[config.mk]
export PLATFORM = sky130hd
export DESIGN_NAME = frame_gen
export DESIGN_NICKNAME = d
export VERILOG_FILES = /design/src/rtl/frame_gen_pkg.sv /design/src/rtl/frame_checksum.sv /design/src/rtl/frame_gen.sv
export SDC_FILE = /design/constraint.sdc
export NUM_CORES = 1
export LEC_CHECK = 0
export CORE_MARGIN = 10
export CORE_UTILIZATION = 30
export DETAILED_ROUTE_END_ITERATION = 16
export HOLD_SLACK_MARGIN = 0.02
export SLEW_MARGIN = 15
export SYNTH_ARGS = -nofsm -noshare
export SYNTH_HDL_FRONTEND = slang
export SYNTH_SLANG_ARGS = --single-unit
[constraint.sdc]
create_clock -name clk -period 3.2 [get_ports clk]
set_clock_uncertainty 0.05 [all_clocks]
set_input_delay 0.32 -clock clk [delete_from_list [all_inputs] [get_ports clk]]
set_output_delay 0.32 -clock clk [all_outputs]
set_load 0.02 [all_outputs]
[src/rtl/frame_gen_pkg.sv]
// Shared types and sizing helpers for the frame generator.
package frame_gen_pkg;

    typedef enum logic [1:0] {
        IDLE = 2'd0,
        SEND = 2'd1,
        GAP  = 2'd2
    } state_t;

    // Total frame width: header + payload fields + checksum.
    function automatic int frame_w(input int n_fields, input int field_w);
        return (n_fields + 2) * field_w;
    endfunction

    // Number of output symbols needed to carry one frame.
    function automatic int sym_count(input int n_fields, input int field_w, input int sym_w);
        return frame_w(n_fields, field_w) / sym_w;
    endfunction

endpackage

[src/rtl/frame_checksum.sv]
// Combinational modular sum of all payload fields.
module frame_checksum
    import frame_gen_pkg::*;
#(
    parameter int N_FIELDS = 3,
    parameter int FIELD_W  = 8
) (
    input  logic [N_FIELDS*FIELD_W-1:0] fields,
    output logic [FIELD_W-1:0]          csum
);

    // Sum wraps naturally at FIELD_W bits.
    always_comb begin
        csum = '0;
        for (int i = 0; i < N_FIELDS; i++) begin
            csum = csum + fields[i*FIELD_W +: FIELD_W];
        end
    end

endmodule

[src/rtl/frame_gen.sv]
// Frame generator: latches {HEADER, fields, CSUM} and streams it out
// MSB-first as SYM_W-bit symbols over a valid/ready handshake.
module frame_gen
    import frame_gen_pkg::*;
#(
    parameter int                 N_FIELDS = 3,
    parameter int                 FIELD_W  = 8,
    parameter logic [FIELD_W-1:0] HEADER   = 8'hCC,
    parameter int                 SYM_W    = 2,
    parameter int                 GAP_CYC  = 0
) (
    input  logic                              clk,
    input  logic                              rst,
    input  logic [N_FIELDS*FIELD_W-1:0]       fields_i,
    input  logic                              start_i,
    output logic [(N_FIELDS+2)*FIELD_W-1:0]   para_o,
    output logic [SYM_W-1:0]                  sym_o,
    output logic                              sym_valid_o,
    input  logic                              sym_ready_i,
    output logic                              busy_o,
    output logic                              frame_done_o
);

    localparam int FRAME_W = frame_w(N_FIELDS, FIELD_W);
    localparam int NSYM    = sym_count(N_FIELDS, FIELD_W, SYM_W);
    // Extra bit so the counter reaches NSYM without wrapping.
    localparam int CNT_W   = $clog2(NSYM) + 1;

    state_t             state, state_nxt;
    logic [FRAME_W-1:0] shreg;
    logic [FRAME_W-1:0] frame;
    logic [CNT_W-1:0]   sym_cnt;
    logic [7:0]         gap_cnt;
    logic [FIELD_W-1:0] csum;
    logic               hs;
    logic               last_sym;
    logic               gap_end;

    frame_checksum #(
        .N_FIELDS (N_FIELDS),
        .FIELD_W  (FIELD_W)
    ) u_csum (
        .fields (fields_i),
        .csum   (csum)
    );

    assign frame       = {HEADER, fields_i, csum};
    assign hs          = sym_valid_o & sym_ready_i;
    assign last_sym    = (sym_cnt == CNT_W'(NSYM - 1));
    assign gap_end     = (gap_cnt == 8'(GAP_CYC - 1));
    assign sym_o       = shreg[FRAME_W-1 -: SYM_W];
    assign sym_valid_o = (state == SEND);
    assign busy_o      = (state != IDLE);

    // State register.
    always_ff @(posedge clk) begin
        if (rst) state <= IDLE;
        else     state <= state_nxt;
    end

    // Next-state logic; start_i only matters in IDLE, so requests in SEND/GAP drop.
    always_comb begin
        state_nxt = state;
        case (state)
            IDLE: if (start_i) state_nxt = SEND;
            SEND: if (hs && last_sym) state_nxt = (GAP_CYC == 0) ? IDLE : GAP;
            GAP:  if (gap_end) state_nxt = IDLE;
            default: state_nxt = IDLE;
        endcase
    end

    // Datapath: frame latch, symbol shifting, counters and done pulse.
    always_ff @(posedge clk) begin
        if (rst) begin
            shreg        <= '0;
            para_o       <= '0;
            sym_cnt      <= '0;
            gap_cnt      <= '0;
            frame_done_o <= 1'b0;
        end else begin
            frame_done_o <= 1'b0;
            case (state)
                IDLE: begin
                    if (start_i) begin
                        shreg   <= frame;
                        para_o  <= frame;
                        sym_cnt <= '0;
                    end
                end
                SEND: begin
                    if (hs) begin
                        shreg   <= shreg << SYM_W;
                        sym_cnt <= sym_cnt + CNT_W'(1);
                        if (last_sym) frame_done_o <= 1'b1;
                    end
                end
                default: ;
            endcase
            gap_cnt <= (state == GAP) ? gap_cnt + 8'd1 : 8'd0;
        end
    end

endmodule
==> summary.md, run 1 <==
| Metric | Value |
|---|---|
| Design Area, Final | `0.00483 sq mm` |
| TNS Setup | `0 ns` |
| Fin Hold WS | `0.402 ns` |
| Die height | `133 um` |
| Cells after DPL | `623` |
| Async SR Flop Fraction | `0%` |
| CTS root buf | `clkbuf_16` |
| Vias in the first global route | `3003` |
| Iteration count of the initial detailed-routing pass | `4` |
| DRC | `0` |
| Initial antenna violation count | `0` |
| CP arrival | `2.83 ns` |
| Final Cycle Share | `83.8%` |
| Post-CTS Repair Setup Buffers | `0` |
| Drt total wl | `9.61 mm` |
| Pwr per Cell Area | `586 mW/mm^2` |
| Gr ovfl total | `0` |
| Rel. slew slack | `60.6%` |
| Setup violators final | `0` |
| Startpoint Class | `input port` |
| DRT iter0 DRCs | `282` |
| Worst-Skew Late Latency | `0.34 ns` |
| Crit end category | `flop` |
| Hold Vio Cnt, Final | `0` |
| Synth top area cells | `dfxtp_1 (42%), mux2i_1 (6.8%), nand2_1 (6.5%)` |
| GRT Overall Usage | `11.1%` |
| Leakage | `1.80 nW` |
| Fraction of final layout cells sized beyond drive strength 1 | `10.5%` |
| Critical Path, Cell by Cell | `clkdlybuf4s50_1 -> inv_1 -> fa_1 -> inv_1 -> ha_1 -> inv_1 -> fa_1 -> nor2b_1 -> o21ai_1 -> and4bb_1 -> a221oi_2 -> a211oi_2` |
| CP Data Required Time | `3.35 ns` |
| Htree depth | `3` |
| PortBufs | `68` |
| Max Cap Viol | `0` |
| Top_reg_cell synth | `dfxtp_1` |
| N_diodes | `0` |
| Final net count | `505` |
| CTS buffer count | `9` |
| Largest net degree at the start of global routing | `56` |
| Vias | `3005` |
| CTS Hold Bufs | `0` |
| Peak supply drop | `268 uV` |
| Routed Antenna Nets | `0` |
| Critical path's top delay family | `adder cells` |
| Seq/Total Area, Yosys | `42.4%` |
| Crit-path slowest cell | `clkdlybuf4s50_1` |
| Setup WS post-layout | `0.519 ns` |
| CTS tree | `built` |
| Post-synth top area share | `42.4%` |
| Most frequent cell on the critical path | `inv_1` |
| Max Slew Vio Count | `0` |
| Area growth, synth to finish | `26.4%` |
| Initial Util | `30.4%` |
| Total power | `2.83 mW` |
| Status | `complete, no violations` |
| Worst-Margin Slew | `0.592 ns` |
| Synth warn | `0` |
| Fmax achieved | `373 MHz` |
| Hold Path Class | `reg -> reg` |
| Critical Path Max Stage Delay | `0.52 ns` |
| Netlist Area Pre-Place | `0.00382 sq mm` |
| Final core utilization | `38.4%` |
| Crit path max fanout | `3` |
| Mapped Cells | `413` |
| GPL Wtd Cong | `0.797` |
| Flops & latches, synth | `81` |
| Ports | `73` |
| Final min period | `2.68 ns` |
| Cell variety after synth | `50` |
| WL per Instance | `15.0 um` |
| Avg Synthesized Cell Area | `9.25 sq um` |
| Pre-CTS worst setup slack | `0.157 ns` |
| Clock transition at the registers of the reported paths | `0.06 ns` |
| WS Path Type | `in -> reg` |
| Number of synthesized flops with an enable pin | `0` |
| Cell accounting for the most synthesized area | `dfxtp_1` |
| Clock buffer depth | `2` |
| Die X | `133 um` |
| Area after DPL | `0.00451 sq mm` |
| Site row count | `41` |
| TritonCTS Sinks | `81` |
| Post-CTS resize count | `0` |
| RSZ-0062 raised after global routing | `false` |
| Core region area | `0.0126 sq mm` |
| Hpwl dp | `6.96 mm` |
| Post-route insts no fill | `639` |
| CP bufs+invs | `4` |
| Via density | `4.70` |
| Die footprint | `0.0177 sq mm` |
| First-pass GRT wire length | `15.8 mm` |
==> worst min-delay path, delay by kind of cell (launching register included) <==
| family | cells | cell delay, ns |
|---|---|---|
| DFF | 1 | 0.30 |
| and+or+nand+nor | 1 | 0.05 |
| AOI/OAI and AO/OA | 1 | 0.05 |
==> logic make-up after synthesis <==
family,Yosys count,share of synthesized area (%)
simple gates,139,16.3
compound gates,94,17.5
flops,81,42.4
buf+inv,47,7.86
mux,28,7.50
fa+ha+maj,15,6.48
xor+xnor,8,1.83
other cells,1,0.0981
==> worst paths after layout <==
kind,cells after the start,end,slack (ns),from
min,2,para_o[12]$_SDFFE_PP0P_,0.40,para_o[12]$_SDFFE_PP0P_
max reg2reg,5,shreg[20]$_SDFFE_PP0P_,1.44,state[0]$_SDFFE_PP0P_
min reg2reg,2,para_o[12]$_SDFFE_PP0P_,0.40,para_o[12]$_SDFFE_PP0P_
max,12,shreg[5]$_SDFFE_PP0P_,0.52,fields_i[1]
==> metal layers <==
metal / part of all wire, % / GRT usage (%) / up-vias
met1: 47 / 13.9 / 1406
met5: 0 / 0 / -
met3: 5.8 / 3.75 / 11
met2: 45 / 17.3 / 76
li1: - / - / 1512
met4: 1.5 / 4.22 / 0
==> registers in the layout, summed over array words and instances, names as in the netlist <==
signal	count
sym_cnt	6
frame_done_o	1
para_o	33
state	1
shreg	40
==> area by class of cell <==
type	instances	area, sq um
timing repair buffer	74	733
fill	1286	7740
clock inverter	4	50.0
sequential	81	1620
multi-input combinational	288	1910
clock buffer	12	267
tap	172	215
inverter	8	30.0
==> cell usage after synthesis, types with 3 or more instances <==
cell / instances
ha_1: 7
o21ai_1: 3
a211oi_1: 16
a31oi_1: 3
o21ai_0: 3
buf_4: 18
clkbuf_1: 9
nand2_1: 66
nor2_1: 48
nor3_1: 3
a211oi_2: 13
fa_1: 8
mux2i_1: 26
a22oi_1: 5
buf_2: 7
a21oi_1: 37
o22ai_1: 4
xnor2_1: 5
xor2_1: 3
nand3_1: 3
dfxtp_1: 81
inv_1: 8
==> cells in the final DEF (no fill, tap or decap), types with 9 or more instances in the layout <==
cell type / instances
clkbuf_16: 9
a211oi_1: 16
a211oi_2: 13
mux2i_1: 26
nor2_1: 48
nand2_1: 66
dfxtp_1: 80
clkdlybuf4s50_1: 67
a21oi_1: 37
==> report_power, final <==
group	switching (mW)	internal, mW	leakage, nW
logic	0.349	0.264	0.982
clock network	0.403	0.666	0.151
registers	0.0496	1.10	0.667
total	0.802	2.03	1.80
(Power assumes the default switching activity.)
==> run 2: changes to the inputs <==
==> constraint.sdc (replaced) <==
create_clock -name clk -period 2.76 [get_ports clk]
set_clock_uncertainty 0.05 [all_clocks]
set_input_delay 0.276 -clock clk [delete_from_list [all_inputs] [get_ports clk]]
set_output_delay 0.276 -clock clk [all_outputs]
set_load 0.02 [all_outputs]
==> run 2 against run 1 <==
Against the previous run: power is 17% higher; final cell count is 0.78% higher; die area stayed put; global-route usage is 0.13 points lower; sequential power is 16% higher; routed wire length is 0.17% higher; first-iteration DRC count is 12% lower; non-clock buffer count is 7 higher; via count is 1.2% higher; register-to-register slack worse by 0.46 ns; clock power is 19% higher; critical path depth stayed put.
==> summary.md, run 2 (synthesis gave the netlist of run 1 again) <==
| Metric | Value |
|---|---|
| WL per Instance | `15.0 um` |
| Hold Path Class | `in -> reg` |
| Die height | `133 um` |
| Final core utilization | `38.8%` |
| DRT iter0 DRCs | `247` |
| CTS Hold Bufs | `0` |
| WS Path Type | `in -> reg` |
| Most frequent cells in the layout | `dfxtp_1 (80), clkdlybuf4s50_1 (67), nand2_1 (66), nor2_1 (48), a21oi_1 (37)` |
| Worst R2R Start | `state[0]$_SDFFE_PP0P_` |
| PortBufs | `68` |
| Vias in the first global route | `3016` |
| RSZ-0062 raised after global routing | `false` |
| Vias | `3040` |
| Crit-path slowest cell | `clkdlybuf4s50_1` |
| CTS tree | `built` |
| Fin Hold WS | `0.266 ns` |
| CTS buffer count | `9` |
| Clock buffer depth | `2` |
| Final Cycle Share | `95.2%` |
| Final min period | `2.63 ns` |
| Initial antenna violation count | `0` |
| Max Cap Viol | `0` |
| Area after DPL | `0.00455 sq mm` |
| Crit path max fanout | `3` |
| Initial Util | `30.4%` |
| Critical path's top delay family | `adder cells` |
| Routed Antenna Nets | `0` |
| Fillers | `1283` |
| Max Slew Vio Count | `0` |
| Ports | `73` |
| CTS root buf | `clkbuf_16` |
| Rel. slew slack | `63.0%` |
| Hold Vio Cnt, Final | `0` |
| N_diodes | `0` |
| Biggest register | `shreg` |
| Design Area, Final | `0.00487 sq mm` |
| GRT Overall Usage | `11.0%` |
| Pwr per Cell Area | `681 mW/mm^2` |
| Critical Path Max Stage Delay | `0.53 ns` |
| Die X | `133 um` |
| Site row count | `41` |
| Fmax achieved | `381 MHz` |
| DRC | `0` |
| Iteration count of the initial detailed-routing pass | `4` |
| CP bufs+invs | `4` |
| Die footprint | `0.0177 sq mm` |
| Drt total wl | `9.63 mm` |
| Clock transition at the registers of the reported paths | `0.06 ns` |
| Core region area | `0.0126 sq mm` |
| Most frequent cell on the critical path | `inv_1` |
| Worst-Margin Slew | `0.555 ns` |
| Top Registers | `shreg: 40 flops, para_o: 33 flops, sym_cnt: 6 flops` |
| Setup violators final | `0` |
| Commonest non-fill, non-tap cell in the layout | `dfxtp_1` |
| Status | `complete, no violations` |
| Min-delay src | `rst` |
| Area growth, synth to finish | `27.5%` |
| Leakage | `1.84 nW` |
| CP arrival | `2.79 ns` |
| GPL Wtd Cong | `0.810` |
| Hpwl dp | `7.16 mm` |
| Peak supply drop | `336 uV` |
| TritonCTS Sinks | `81` |
| Via density | `4.72` |
| Worst setup startpoint | `fields_i[1]` |
| Largest net degree at the start of global routing | `46` |
| Post-CTS Repair Setup Buffers | `0` |
| Gr ovfl total | `0` |
| Fraction of final layout cells sized beyond drive strength 1 | `11.4%` |
| Post-CTS resize count | `0` |
| First-pass GRT wire length | `15.8 mm` |
| CP Data Required Time | `2.92 ns` |
| Critical Path, Cell by Cell | `clkdlybuf4s50_1 -> inv_1 -> fa_1 -> inv_1 -> ha_1 -> inv_1 -> fa_1 -> nor2b_1 -> o21ai_1 -> and4bb_1 -> a221oi_2 -> a211oi_2` |
| Final net count | `512` |
| Startpoint Class | `input port` |
| Crit end category | `flop` |
| Max reg flops | `40` |
| Worst-Skew Late Latency | `0.34 ns` |
| Htree depth | `3` |
-- run 2: cell type report --
type	count	area [sq um]	share of cell area, %
multi-input combinational	288	1910	39.3
sequential	81	1620	33.3
timing repair buffer	81	773	15.9
clock buffer	11	253	5.19
tap	172	215	4.42
clock inverter	3	65.1	1.34
inverter	8	30.0	0.616
-- run 2: worst paths after layout --
kind / slack (ns) / to / cells past startpoint
setup / recovery: 0.13 / shreg[5]$_SDFFE_PP0P_ / 12
hold / removal: 0.27 / shreg[37]$_SDFFE_PP0P_ / 2
setup reg to reg: 0.98 / shreg[3]$_SDFFE_PP0P_ / 6
hold reg to reg: 0.40 / shreg[1]$_SDFFE_PP0P_ / 2
-- run 2: worst reg2reg max path: cells and delay by family (launching register included) --
family | cells | cell delay (ns)
buffers and inverters | 2 | 0.68
AO/OA/AOI/OAI | 1 | 0.08
AND/OR/NAND/NOR | 3 | 0.49
flip-flops | 1 | 0.41
-- run 2: layer usage --
metal / wire length (um) / up-vias / track usage (%) / part of all wire (%)
li1: - / 1522 / - / -
met1: 4660 / 1435 / 13.7 / 48
met2: 4350 / 76 / 17.0 / 45
met3: 522 / 7 / 3.97 / 5.4
met4: 101 / 0 / 4.10 / 1.0
met5: 0 / - / 0 / 0
-- run 2: through the flow --
step / worst slack, ns / TNS (ns) / power (mW) / std cells
global route: 0.0146 / 0 / 3.50 / 644
floorplan: 0.492 / 0 / 1.84 / 416
global placement: -0.164 / -0.437 / 2.06 / 630
finish: 0.133 / 0 / 3.32 / 644
detailed placement: -0.210 / -0.639 / 2.08 / 630
CTS: 0.136 / 0 / 3.36 / 644
-- run 2: where the power goes --
group          total, mW  internal [mW]  switching [mW]
combinational      0.717          0.312           0.405
sequential          1.33           1.27          0.0582
clock               1.27          0.829           0.443
==> run 3: changes to the inputs <==
--- a/config.mk
+++ b/config.mk
@@ -6,7 +6,7 @@
 export NUM_CORES = 1
 export LEC_CHECK = 0
 export CORE_MARGIN = 10
-export CORE_UTILIZATION = 30
+export CORE_UTILIZATION = 40
 export DETAILED_ROUTE_END_ITERATION = 16
 export HOLD_SLACK_MARGIN = 0.02
 export SLEW_MARGIN = 15
==> run 3 against run 2 <==
Against the previous run: register-to-register slack improved by 0.09 ns; design area decreased by 2.5%; sequential power about the same; hold slack improved by 0.034 ns; clock power decreased by 26%; non-clock buffer count increased by 3; largest cell class unchanged; clock-buffer cell count increased by 1.
==> summary.md, run 3 (synthesis gave the netlist of run 1 again) <==
| Metric | Value |
|---|---|
| Rel. slew slack | `63.0%` |
| Worst-Skew Late Latency | `0.35 ns` |
| Largest net degree at the start of global routing | `59` |
| Most frequent cell on the critical path | `inv_1` |
| CP arrival | `2.73 ns` |
| DRT iter0 DRCs | `159` |
| GRT Overall Usage | `13.9%` |
| Pwr per Cell Area | `629 mW/mm^2` |
| Flop pwr share | `44.5%` |
| Int Pwr | `2.12 mW` |
| Crit-path slowest cell | `clkdlybuf4s50_1` |
| Max Slew Vio Count | `0` |
| Final min period | `2.56 ns` |
| Fraction of final layout cells sized beyond drive strength 1 | `11.8%` |
| Critical Path, Cell by Cell | `clkdlybuf4s50_1 -> inv_1 -> fa_1 -> inv_1 -> ha_1 -> inv_1 -> fa_1 -> nor2b_1 -> o21ai_1 -> and4bb_1 -> a221oi_2 -> a211oi_2` |
| Peak supply drop | `272 uV` |
| Worst-Margin Slew | `0.555 ns` |
| Most frequent cells in the layout | `dfxtp_1 (80), nand2_1 (66), clkdlybuf4s50_1 (66), nor2_1 (48), a21oi_1 (37)` |
| Fin Hold WS | `0.300 ns` |
| Area growth, synth to finish | `24.3%` |
| Status | `complete, no violations` |
| Hpwl dp | `6.85 mm` |
| Final net count | `515` |
| Vias in the first global route | `3056` |
| CP Data Required Time | `2.93 ns` |
| RSZ-0062 raised after global routing | `false` |
| Hold Path Class | `in -> reg` |
| Max Cap Viol | `0` |
| TritonCTS Sinks | `81` |
| Die X | `118 um` |
| DRC | `0` |
| WL per Instance | `15.7 um` |
| Crit end category | `flop` |
| GPL Wtd Cong | `0.779` |
| Final Cycle Share | `92.7%` |
| Fmax achieved | `391 MHz` |
| PortBufs | `68` |
| Initial antenna violation count | `0` |
| Commonest non-fill, non-tap cell in the layout | `dfxtp_1` |
| Drt total wl | `9.48 mm` |
| Critical Path Max Stage Delay | `0.49 ns` |
| Post-CTS resize count | `0` |
| Leakage | `1.81 nW` |
| Hold Vio Cnt, Final | `0` |
| Clock buffer depth | `2` |
| Post-CTS Repair Setup Buffers | `0` |
| Via density | `5.05` |
| Biggest register | `shreg` |
| Core region area | `0.00928 sq mm` |
| Met3 wire length | `567 um` |
| CTS buffer count | `9` |
| Vias | `3058` |
| Clock share of power | `31.3%` |
| Iteration count of the initial detailed-routing pass | `5` |
| Ports | `73` |
| Top Registers | `shreg: 40 flops, para_o: 33 flops, sym_cnt: 6 flops` |
| CTS tree | `built` |
| WS Path Type | `in -> reg` |
| Sw frac | `29.0%` |
| Pre-CTS worst setup slack | `-0.260 ns` |
| Psw | `866 uW` |
| Top sig layer | `met4` |
| Htree depth | `3` |
| Setup WS post-layout | `0.203 ns` |
| Cells after DPL | `590` |
| Gr ovfl total | `0` |
| Initial Util | `41.2%` |
| Crit path max fanout | `3` |
| Clock transition at the registers of the reported paths | `0.08 ns` |
| N_diodes | `0` |
| First-pass GRT wire length | `15.9 mm` |
| CTS root buf | `clkbuf_8` |
| Max reg flops | `40` |
| Post-route insts no fill | `605` |
| Routed Antenna Nets | `0` |
| Die height | `118 um` |
| Site row count | `35` |
| Met2 routed WL | `4.25 mm` |
| Startpoint Class | `input port` |
| Setup violators final | `0` |
| Die footprint | `0.0139 sq mm` |
| Wl on met1 | `4.53 mm` |
| Logic pwr share | `24.2%` |
| CTS Hold Bufs | `0` |
-- run 3: power by group through the flow --
stage | combinational [mW] | clock, mW | sequential [mW]
after floorplan | 0.451 | 0 | 1.39
after global placement | 0.714 | 0 | 1.35
after detailed placement | 0.725 | 0 | 1.36
after CTS | 0.729 | 0.966 | 1.33
after global routing | 0.795 | 1.01 | 1.34
final | 0.721 | 0.935 | 1.33
-- run 3: metrics by stage --
stage                     TNS (ns)  area (sq um)  util, %  power (mW)
after global placement      -0.359          4540     48.9        2.07
after CTS                        0          4750     51.1        3.02
after floorplan                  0          3830        -        1.84
final                            0          4750     51.1        2.98
after global routing             0          4750     51.1        3.15
after detailed placement    -0.709          4540     48.9        2.08
-- run 3: final cells by class --
class	count	area, sq um
well taps	129	161
multi-input cells	288	1910
inverters	8	30.0
clock inverters	3	65.1
clock buffers	12	145
flip-flops and latches	81	1620
repair buffers	84	811
fillers	912	4540
-- run 3: final timing paths --
| kind | startpoint | end | slack, ns | cells after the start |
|---|---|---|---|---|
| worst max-delay path | fields_i[9] | shreg[5]$_SDFFE_PP0P_ | 0.20 | 12 |
| worst min-delay path | rst | sym_cnt[0]$_SDFFE_PP0P_ | 0.30 | 2 |
| worst max register to register | state[0]$_SDFFE_PP0P_ | shreg[5]$_SDFFE_PP0P_ | 1.07 | 4 |
| worst min register to register | para_o[8]$_SDFFE_PP0P_ | para_o[8]$_SDFFE_PP0P_ | 0.40 | 2 |
-- run 3: critical path: cells and delay by family --
kind	cells	cell delay, ns
buf+inv	4	0.68
compound gates	3	0.39
fa+ha+maj	3	1.00
simple gates	2	0.38
-- run 3: layer usage --
layer  vias to the layer above  global-route usage (%)
met3                        11                    3.55
met5                         -                       0
li1                       1526                       -
met1                      1444                    18.3
met4                         0                    5.87
met2                        77                    21.0
